### config.mk
export PLATFORM = sky130hd
export DESIGN_NAME = shutter_seq_core
export DESIGN_NICKNAME = d
export VERILOG_FILES = /design/src/rtl/shutter_seq_pkg.sv /design/src/rtl/shutter_seq_core_counter.sv /design/src/rtl/shutter_seq_core.sv
export SDC_FILE = /design/constraint.sdc
export NUM_CORES = 1
export LEC_CHECK = 0
export CAP_MARGIN = 30
export CORE_ASPECT_RATIO = 1.4
export CORE_MARGIN = 8
export CORE_UTILIZATION = 32
export CTS_CLUSTER_DIAMETER = 30
export DETAILED_ROUTE_END_ITERATION = 10
export PLACE_DENSITY = 0.61
export SETUP_SLACK_MARGIN = 0.1
export SLEW_MARGIN = 20
export SYNTH_ARGS = -nofsm -noshare
export SYNTH_HDL_FRONTEND = slang
export SYNTH_SLANG_ARGS = --single-unit
export TNS_END_PERCENT = 1
### constraint.sdc
create_clock -name BUS_CLK -period 5.39 [get_ports BUS_CLK]
set_input_delay 0.539 -clock BUS_CLK [delete_from_list [all_inputs] [get_ports BUS_CLK]]
set_output_delay 0.539 -clock BUS_CLK [all_outputs]
set_load 0.005 [all_outputs]
### src/rtl/shutter_seq_pkg.sv
// Shared encodings and default widths for the shutter frame sequencer.
// Used by the core, the sbus wrapper and the testbench.
package shutter_seq_pkg;

    localparam int CNT_WIDTH_DEF   = 32;
    localparam int FRAME_WIDTH_DEF = 16;
    localparam int T0_LEN_DEF      = 4;

    localparam logic [1:0] ST_IDLE   = 2'd0;
    localparam logic [1:0] ST_T0     = 2'd1;
    localparam logic [1:0] ST_OPEN   = 2'd2;
    localparam logic [1:0] ST_CLOSED = 2'd3;

    typedef enum logic [1:0] {
        IDLE   = ST_IDLE,
        T0     = ST_T0,
        OPEN   = ST_OPEN,
        CLOSED = ST_CLOSED
    } seq_state_t;

endpackage

### src/rtl/shutter_seq_core_counter.sv
// Loadable down-counter; tc flags the last cycle of a phase (count == 1).
// Holds at zero so it can never wrap.
module seq_down_counter #(
    parameter int CNT_WIDTH = 32
) (
    input  logic                 clk,
    input  logic                 rst,
    input  logic                 load,
    input  logic                 enable,
    input  logic [CNT_WIDTH-1:0] load_val,
    output logic                 tc
);

    localparam logic [CNT_WIDTH-1:0] ONE = CNT_WIDTH'(1);

    logic [CNT_WIDTH-1:0] cnt;

    always_ff @(posedge clk) begin
        if (rst) begin
            cnt <= '0;
        end else if (load) begin
            cnt <= load_val;
        end else if (enable && cnt != '0) begin
            cnt <= cnt - ONE;
        end
    end

    assign tc = (cnt == ONE);

endmodule

### src/rtl/shutter_seq_core.sv
// Timepix3 shutter / T0 / test-pulse frame sequencer.
// Define SHUTTER_SEQ_TPULSE_EN to build the EXT_TPULSE offset generator.
module shutter_seq_core
    import shutter_seq_pkg::*;
#(
    parameter int CNT_WIDTH   = CNT_WIDTH_DEF,
    parameter int FRAME_WIDTH = FRAME_WIDTH_DEF,
    parameter int T0_LEN      = T0_LEN_DEF
) (
    input  logic                   BUS_CLK,
    input  logic                   BUS_RST,
    input  logic                   START,
    input  logic                   STOP,
    input  logic                   CONF_T0_EN,
    input  logic [CNT_WIDTH-1:0]   CONF_OPEN_CYCLES,
    input  logic [CNT_WIDTH-1:0]   CONF_CLOSED_CYCLES,
    input  logic [FRAME_WIDTH-1:0] CONF_FRAMES,
    input  logic [CNT_WIDTH-1:0]   CONF_TP_DELAY,
    output logic                   SHUTTER,
    output logic                   T0_SYNC,
    output logic                   EXT_TPULSE,
    output logic                   FRAME_START,
    output logic                   BUSY,
    output logic                   DONE,
    output logic [FRAME_WIDTH-1:0] FRAME_CNT
);

    localparam logic [CNT_WIDTH-1:0] ONE    = CNT_WIDTH'(1);
    localparam logic [CNT_WIDTH-1:0] T0_VAL = CNT_WIDTH'(T0_LEN);

    seq_state_t state;
    seq_state_t state_nxt;

    logic [CNT_WIDTH-1:0]   cfg_open;
    logic [CNT_WIDTH-1:0]   cfg_closed;
    logic [FRAME_WIDTH-1:0] cfg_frames;
    logic [CNT_WIDTH-1:0]   conf_open_len;
    logic [CNT_WIDTH-1:0]   conf_closed_len;
    logic [FRAME_WIDTH-1:0] fc_inc;

    logic                 accept;
    logic                 ph_load;
    logic [CNT_WIDTH-1:0] ph_val;
    logic                 ph_tc;
    logic                 abort;
    logic                 finish;
    logic                 frame_end;
    logic                 tp_nxt;

    // Zero-length phases run for one cycle; lengths are normalised once at START.
    assign conf_open_len   = (CONF_OPEN_CYCLES == '0) ? ONE : CONF_OPEN_CYCLES;
    assign conf_closed_len = (CONF_CLOSED_CYCLES == '0) ? ONE : CONF_CLOSED_CYCLES;
    assign fc_inc          = FRAME_CNT + 1'b1;
    assign accept          = (state == IDLE) && START && !STOP;

    always_comb begin
        state_nxt = state;
        ph_load   = 1'b0;
        ph_val    = cfg_open;
        abort     = 1'b0;
        finish    = 1'b0;
        frame_end = 1'b0;
        unique case (state)
            IDLE: begin
                if (accept) begin
                    ph_load = 1'b1;
                    if (CONF_T0_EN) begin
                        state_nxt = T0;
                        ph_val    = T0_VAL;
                    end else begin
                        state_nxt = OPEN;
                        ph_val    = conf_open_len;
                    end
                end
            end
            T0: begin
                if (STOP) begin
                    abort = 1'b1;
                end else if (ph_tc) begin
                    state_nxt = OPEN;
                    ph_load   = 1'b1;
                end
            end
            OPEN: begin
                if (STOP) begin
                    abort = 1'b1;
                end else if (ph_tc) begin
                    frame_end = 1'b1;
                    if (cfg_frames != '0 && fc_inc == cfg_frames) begin
                        finish    = 1'b1;
                        state_nxt = IDLE;
                    end else begin
                        state_nxt = CLOSED;
                        ph_load   = 1'b1;
                        ph_val    = cfg_closed;
                    end
                end
            end
            CLOSED: begin
                if (STOP) begin
                    abort = 1'b1;
                end else if (ph_tc) begin
                    state_nxt = OPEN;
                    ph_load   = 1'b1;
                end
            end
        endcase
        if (abort) begin
            state_nxt = IDLE;
        end
    end

    seq_down_counter #(
        .CNT_WIDTH(CNT_WIDTH)
    ) u_phase_cnt (
        .clk     (BUS_CLK),
        .rst     (BUS_RST),
        .load    (ph_load),
        .enable  (state != IDLE),
        .load_val(ph_val),
        .tc      (ph_tc)
    );

`ifdef SHUTTER_SEQ_TPULSE_EN
    logic [CNT_WIDTH-1:0] cfg_tp;
    logic                 tp_load;
    logic [CNT_WIDTH-1:0] tp_val;
    logic                 tp_tc;

    assign tp_load = (state_nxt == OPEN) && (state != OPEN);
    assign tp_val  = (state == IDLE) ? CONF_TP_DELAY : cfg_tp;

    // Counter sits at tc one cycle before the target index.
    assign tp_nxt = tp_load ? (tp_val == '0)
                  : ((state == OPEN) && (state_nxt == OPEN) && tp_tc);

    always_ff @(posedge BUS_CLK) begin
        if (BUS_RST) begin
            cfg_tp <= '0;
        end else if (accept) begin
            cfg_tp <= CONF_TP_DELAY;
        end
    end

    seq_down_counter #(
        .CNT_WIDTH(CNT_WIDTH)
    ) u_tp_cnt (
        .clk     (BUS_CLK),
        .rst     (BUS_RST),
        .load    (tp_load),
        .enable  (state == OPEN),
        .load_val(tp_val),
        .tc      (tp_tc)
    );
`else
    logic tp_unused;
    assign tp_unused = ^CONF_TP_DELAY;
    assign tp_nxt    = 1'b0;
`endif

    always_ff @(posedge BUS_CLK) begin
        if (BUS_RST) begin
            state       <= IDLE;
            SHUTTER     <= 1'b0;
            T0_SYNC     <= 1'b0;
            EXT_TPULSE  <= 1'b0;
            FRAME_START <= 1'b0;
            BUSY        <= 1'b0;
            DONE        <= 1'b0;
            FRAME_CNT   <= '0;
            cfg_open    <= '0;
            cfg_closed  <= '0;
            cfg_frames  <= '0;
        end else begin
            state       <= state_nxt;
            SHUTTER     <= (state_nxt == OPEN);
            T0_SYNC     <= (state_nxt == T0);
            EXT_TPULSE  <= tp_nxt;
            FRAME_START <= (state_nxt == OPEN) && (state != OPEN);
            BUSY        <= (state_nxt != IDLE);
            DONE        <= abort || finish;
            if (accept) begin
                cfg_open   <= conf_open_len;
                cfg_closed <= conf_closed_len;
                cfg_frames <= CONF_FRAMES;
                FRAME_CNT  <= '0;
            end else if (frame_end) begin
                FRAME_CNT <= fc_inc;
            end
        end
    end

endmodule

# After elaboration in Yosys (flattened, before gate mapping)
# Index checks and enable logic that the tools add are counted.
# classes
n_addsub,2
n_eq_ne,8
n_mux,33
n_reduce_logical,18
# ops
op,n
$mux 32,9
$logic_not 32->1,2
$pmux 32 s2,1
$eq 32x1->1 const B,1
$reduce_bool 32->1,1
$sub 32x1->32 const B,1
$add 16x1->16 const B,1
$eq 16x16->1,1
$mux 2,8
$reduce_bool 16->1,1
$mux 1,13
$eq 2x2->1 const B,3
$pmux 2 s3,1
$reduce_bool 2->1,3
$logic_and 1x1->1,5
$eq 2x1->1 const B,2
$reduce_or 2->1,2
$pmux 1 s3,1
$reduce_or 3->1,1
$logic_not 2->1,1
$ne 2x2->1 const B,1
$logic_not 1->1,1
$logic_or 1x1->1,1
# totals
regBits,135
in_bits,117
output_inout_bits,22

# Depth between registers and ports, before layout
# logic_depth
ltp_word,10
ltp_mapped,12
mapped_depth_nobuf,10

# Modules after synthesis
# From an unflattened synthesis, not the netlist that was laid out.
# unflattened
hier_cells,834
hier_area_um2,6940.4
# by_module_without_submodules
module,instances,cells_each,area_each_um2,seq_area_each_um2
shutter_seq_core,1,584,4917.2,2062.0
seq_down_counter,1,250,2023.2,640.6

# Worst setup path before layout
# OpenSTA, ideal clock, no wires.
# synth_path
path_kind,register to register
startpoint,reg FRAME_CNT[9]
endpoint,reg u_phase_cnt.cnt[0]
t_arrival_ns,3.266
required_time_ns,5.256
slack_ns,1.990
path_stages_with_launch,9
path_cell_list,dfxtp_1 > nand4_1 > or4_1 > xnor2_1 > or4_4 > o41ai_4 > mux2_2 > a221oi_1 > a211oi_2
# synth_between
elab_chain_cells,8
elab_cells_between_ends,13
cone_classes,add/sub (1); eq/ne (1); mux (9); reduce/logical (2)
# synth_rtl
element,line_no,text
start: declaration,shutter_seq_core.sv:25,output logic [FRAME_WIDTH-1:0] FRAME_CNT
start signal: assignment,shutter_seq_core.sv:188,FRAME_CNT <= fc_inc;
$add 16x1->16 *,shutter_seq_core.sv:53,assign fc_inc = FRAME_CNT + 1'b1;
$eq 16x16->1 *,shutter_seq_core.sv:89,if (cfg_frames != '0 && fc_inc == cfg_frames) begin
$logic_and 1x1->1 *,shutter_seq_core.sv:89,
$mux 1 or $mux 32 (tied branches),shutter_seq_core.sv:89,
$mux 1 or $mux 32 (tied branches),shutter_seq_core.sv:87,end else if (ph_tc) begin
$mux 1 or $mux 32 (tied branches),shutter_seq_core.sv:85,if (STOP) begin
$pmux 1 s3 or $pmux 32 s2 (tied branches),shutter_seq_core.sv:63,unique case (state)
$mux 32 or $reduce_bool 2->1 (tied branches),-,
end signal: assignment,shutter_seq_core_counter.sv:22,cnt <= load_val;
end signal: assignment,shutter_seq_core_counter.sv:24,cnt <= cnt - ONE;
end: declaration,shutter_seq_core_counter.sv:16,logic [CNT_WIDTH-1:0] cnt;
# Mark *: on every way between the ends. The rest lies on a longest branch, timed or not.
# A chain may end at the register's enable or synchronous reset.

# Worst setup path after layout
# layout_path
startpoint,reg FRAME_CNT[0]
endpoint,reg u_phase_cnt.cnt[1]
# The elaborated chain is that of the path after synthesis.

==> summary.txt <==
Synthesis
  • Mapped Area: 0.00691 mm^2
  • Seq/Total Area, Yosys: 39.1%
  • Post-synthesis cell count: 837
  • Synth Area in Simple Gates: 23.4%
  • #FFs+latches synth: 135
  • Mean post-synth cell area: 8.26 um^2
  • Mux contribution to synthesized area: 2.06%
  • Synth cell count leaders: dfxtp_1, nand2_1, a21oi_1
  • Post-synth ARST share: 0%
  • Post-synthesis adder-cell area fraction: 0.543%
  • Post-Synth XOR/XNOR Area: 6.71%
  • Synth warnings: 0
  • Most common cell in the netlist: dfxtp_1
  • Largest area contributor in the netlist: dfxtp_1
  • Top FF cell, synth: dfxtp_1
  • Synth cell types: 72
  • EDFF count, synth: 0
  • Main combinational cell family by area after synthesis: compound AO/OA/AOI/OAI gates
  • Yosys top cell area share: 39.1%
  • Largest cells by area after synthesis: dfxtp_1, nand2_1, a21oi_1
  • Complex-gate fraction of the synthesized area: 23.8%
  • Post-synthesis net count: 957

Setup path
  • Critical Path Sink: u_phase_cnt.cnt[1]
  • Reg-to-reg endpoint: u_phase_cnt.cnt[1]
  • Setup crit end kind: register
  • Worst r2r src: FRAME_CNT[0]
  • Crit path max fanout: 10
  • Crit path launch: FRAME_CNT[0]
  • Critical path type: register to register
  • Worst Path Required: 5670 ps
  • CP Launch Type: register
  • Worst Path Arrival: 4430 ps
  • Worst reg-to-reg path cell count: 9
  • FF-to-FF setup slack: 1240 ps

GRT
  • Total grt overflow: 0
  • Global-route wire length before repair: 35.6 mm
  • Vias in the first global route: 6521
  • Antenna violations before repair: 0
  • GRT Util Overall: 17.1%
  • Pin count of the biggest net entering global routing: 53

Layout
  • Fillers: 2150
  • Fraction of layout cells with a size suffix above 1: 7.71%
  • Final Instance Area: 0.00880 mm^2
  • Final net count: 1041
  • Antenna cells: 0
  • Layout Cells excl Fill: 1194
  • Area delta synth->final: 27.3%

Placed design
  • Post-place instance area: 0.00818 mm^2
  • Port buffer count: 105
  • RD Place Congestion: 0.842
  • Placed Cells: 1162
  • Hpwl dp: 16.4 mm
  • Placement-stage worst setup slack: 1250 ps

Hold path
  • Min-delay worst type: register to register
  • Hold Path Stages: 2

Routing
  • ANT nets after route: 0
  • WL per Instance: 18.9 um
  • Via count: 6620
  • DR vias/cell: 5.54
  • Drt drc: 0
  • Drt total wl: 22.6 mm
  • DRT iter0 DRCs: 484
  • Pre-Repair DR Iteration Count: 6

Clock network
  • Worst-Skew Late Latency: 430 ps
  • Post-CTS Setup Inserts: 0
  • CTS tree: built
  • Root Buffer: clkbuf_16
  • Post-CTS sizing: 0
  • CTS Buffer Depth: 2
  • Clock sinks: 135
  • CTS H-tree depth: 4
  • Worst-path clk slew: 60 ps
  • Post-CTS Hold Fix Bufs: 0
  • Total CTS buffers: 17

Power and ir drop
  • Pwr Density: 333 mW/mm^2
  • Worst VDD drop: 0.000239 V
  • Lkg Pwr: 3.20 nW

Floorplanning
  • Row count: 63
  • Die W: 140 um
  • Initial Util: 32.6%
  • CORE AREA: 0.0212 mm^2
  • DIE AREA: 0.0266 mm^2
  • Chip height: 190 um
  • # IOs: 139

STA
  • Tmin final: 4150 ps
  • Slew margin rel.: 31.5%
  • Final TNS setup: 0 ps
  • Finish-stage setup viols: 0
  • Setup WS post-layout: 1240 ps
  • RSZ-0062 raised after global routing: false
  • Fin. Hold Viols: 0
  • FMAX: 241 MHz
  • Clock Skew: 8.29 ps
  • Max-slew violations: 0
  • Final worst-path cycle share: 77.0%
  • Slew @ Worst Pin: 1020 ps

Run status
  • Status: complete, no violations

Run
  • MaxCap Viol Count: 0
[report_power, final]
group / internal, W / switching (W)
clock: 0.000785 / 0.000454
combinational: 0.000228 / 0.000305
sequential: 0.00108 / 0.0000782
[routing by layer]
layer	vias up	track usage, %	part of all wire, %
met5	-	0	0
met4	0	9.01	4.1
met3	49	3.71	5.6
met2	235	30.2	50
met1	3095	18.7	40
li1	3241	-	-
[how the worst min path moves through the flow]
stage | start | to | slack [ps]
4_1_cts | cfg_open[19] | cfg_open[19] | 450
3_3_place_gp | cfg_open[22] | cfg_open[22] | 440
2_1_floorplan | cfg_open[19] | cfg_open[19] | 430
5_1_grt | cfg_open[27] | cfg_open[27] | 470
3_5_place_dp | cfg_open[19] | cfg_open[19] | 440
6_report | cfg_open[15] | cfg_open[15] | 450
[cell families (layout without fill, tap and decap cells)]
logic type / Yosys count / count (layout)
buf+inv: 69 / 166
mux: 14 / 14
xor+xnor: 53 / 53
simple gates: 337 / 337
other cells: 1 / 1
compound gates: 225 / 225
fa+ha+maj: 3 / 3
flops: 135 / 135
[per-stage QoR]
step                      power [W]  hold slack [ps]  util, %
after floorplan             0.00149              431        -
after global placement      0.00170              438     38.5
after detailed placement    0.00170              445     38.6
after CTS                   0.00294              453     41.5
after global routing        0.00305              469     41.5
final                       0.00293              453     41.5
[flip-flops by register name, indices dropped and copies added (netlist names)]
| register | flops |
|---|---|
| cfg_closed | 32 |
| cfg_open | 32 |
| u_phase_cnt.cnt | 32 |
| FRAME_CNT | 16 |
| cfg_frames | 16 |
| state | 2 |
| BUSY | 1 |
| DONE | 1 |
| FRAME_START | 1 |
| SHUTTER | 1 |
| T0_SYNC | 1 |
[cell type report]
class / instances / area [um^2] / share of cell area (%)
multi-input cells: 633 / 3930 / 44.7
flip-flops and latches: 135 / 2700 / 30.7
repair buffers: 119 / 1160 / 13.2
clock buffers: 20 / 447 / 5.08
well taps: 260 / 325 / 3.70
clock inverters: 12 / 175 / 1.99
inverters: 15 / 56.3 / 0.640
[worst max-delay path: stages (launching register included)]
cell and delay, ps:
dfxtp_1 490, ha_1 320, nand3_2 230, nor4_2 360, xnor2_1 140, or4_4 590, o41ai_4 970, mux2_2 420
a222oi_1 370, a21oi_1 120
[placed cells by master, fill, tap and decap left out, drive strengths merged, types with 6 or more instances in the layout]
cell             n
nand2          135
buf             15
nor2            69
a22o            32
a22oi           12
and2             7
xor2            28
a211o            6
inv             16
a222oi          11
or3             10
nor3            19
clkdlybuf4s50  104
o31ai            6
clkbuf          20
a21oi           82
mux2i           12
o21ai           15
a211oi          16
nand2b           6
nand4           15
dfxtp          135
o221a            6
nand3           21
xnor2           25
nor4            38
Power figures use the tool's default switching activity.
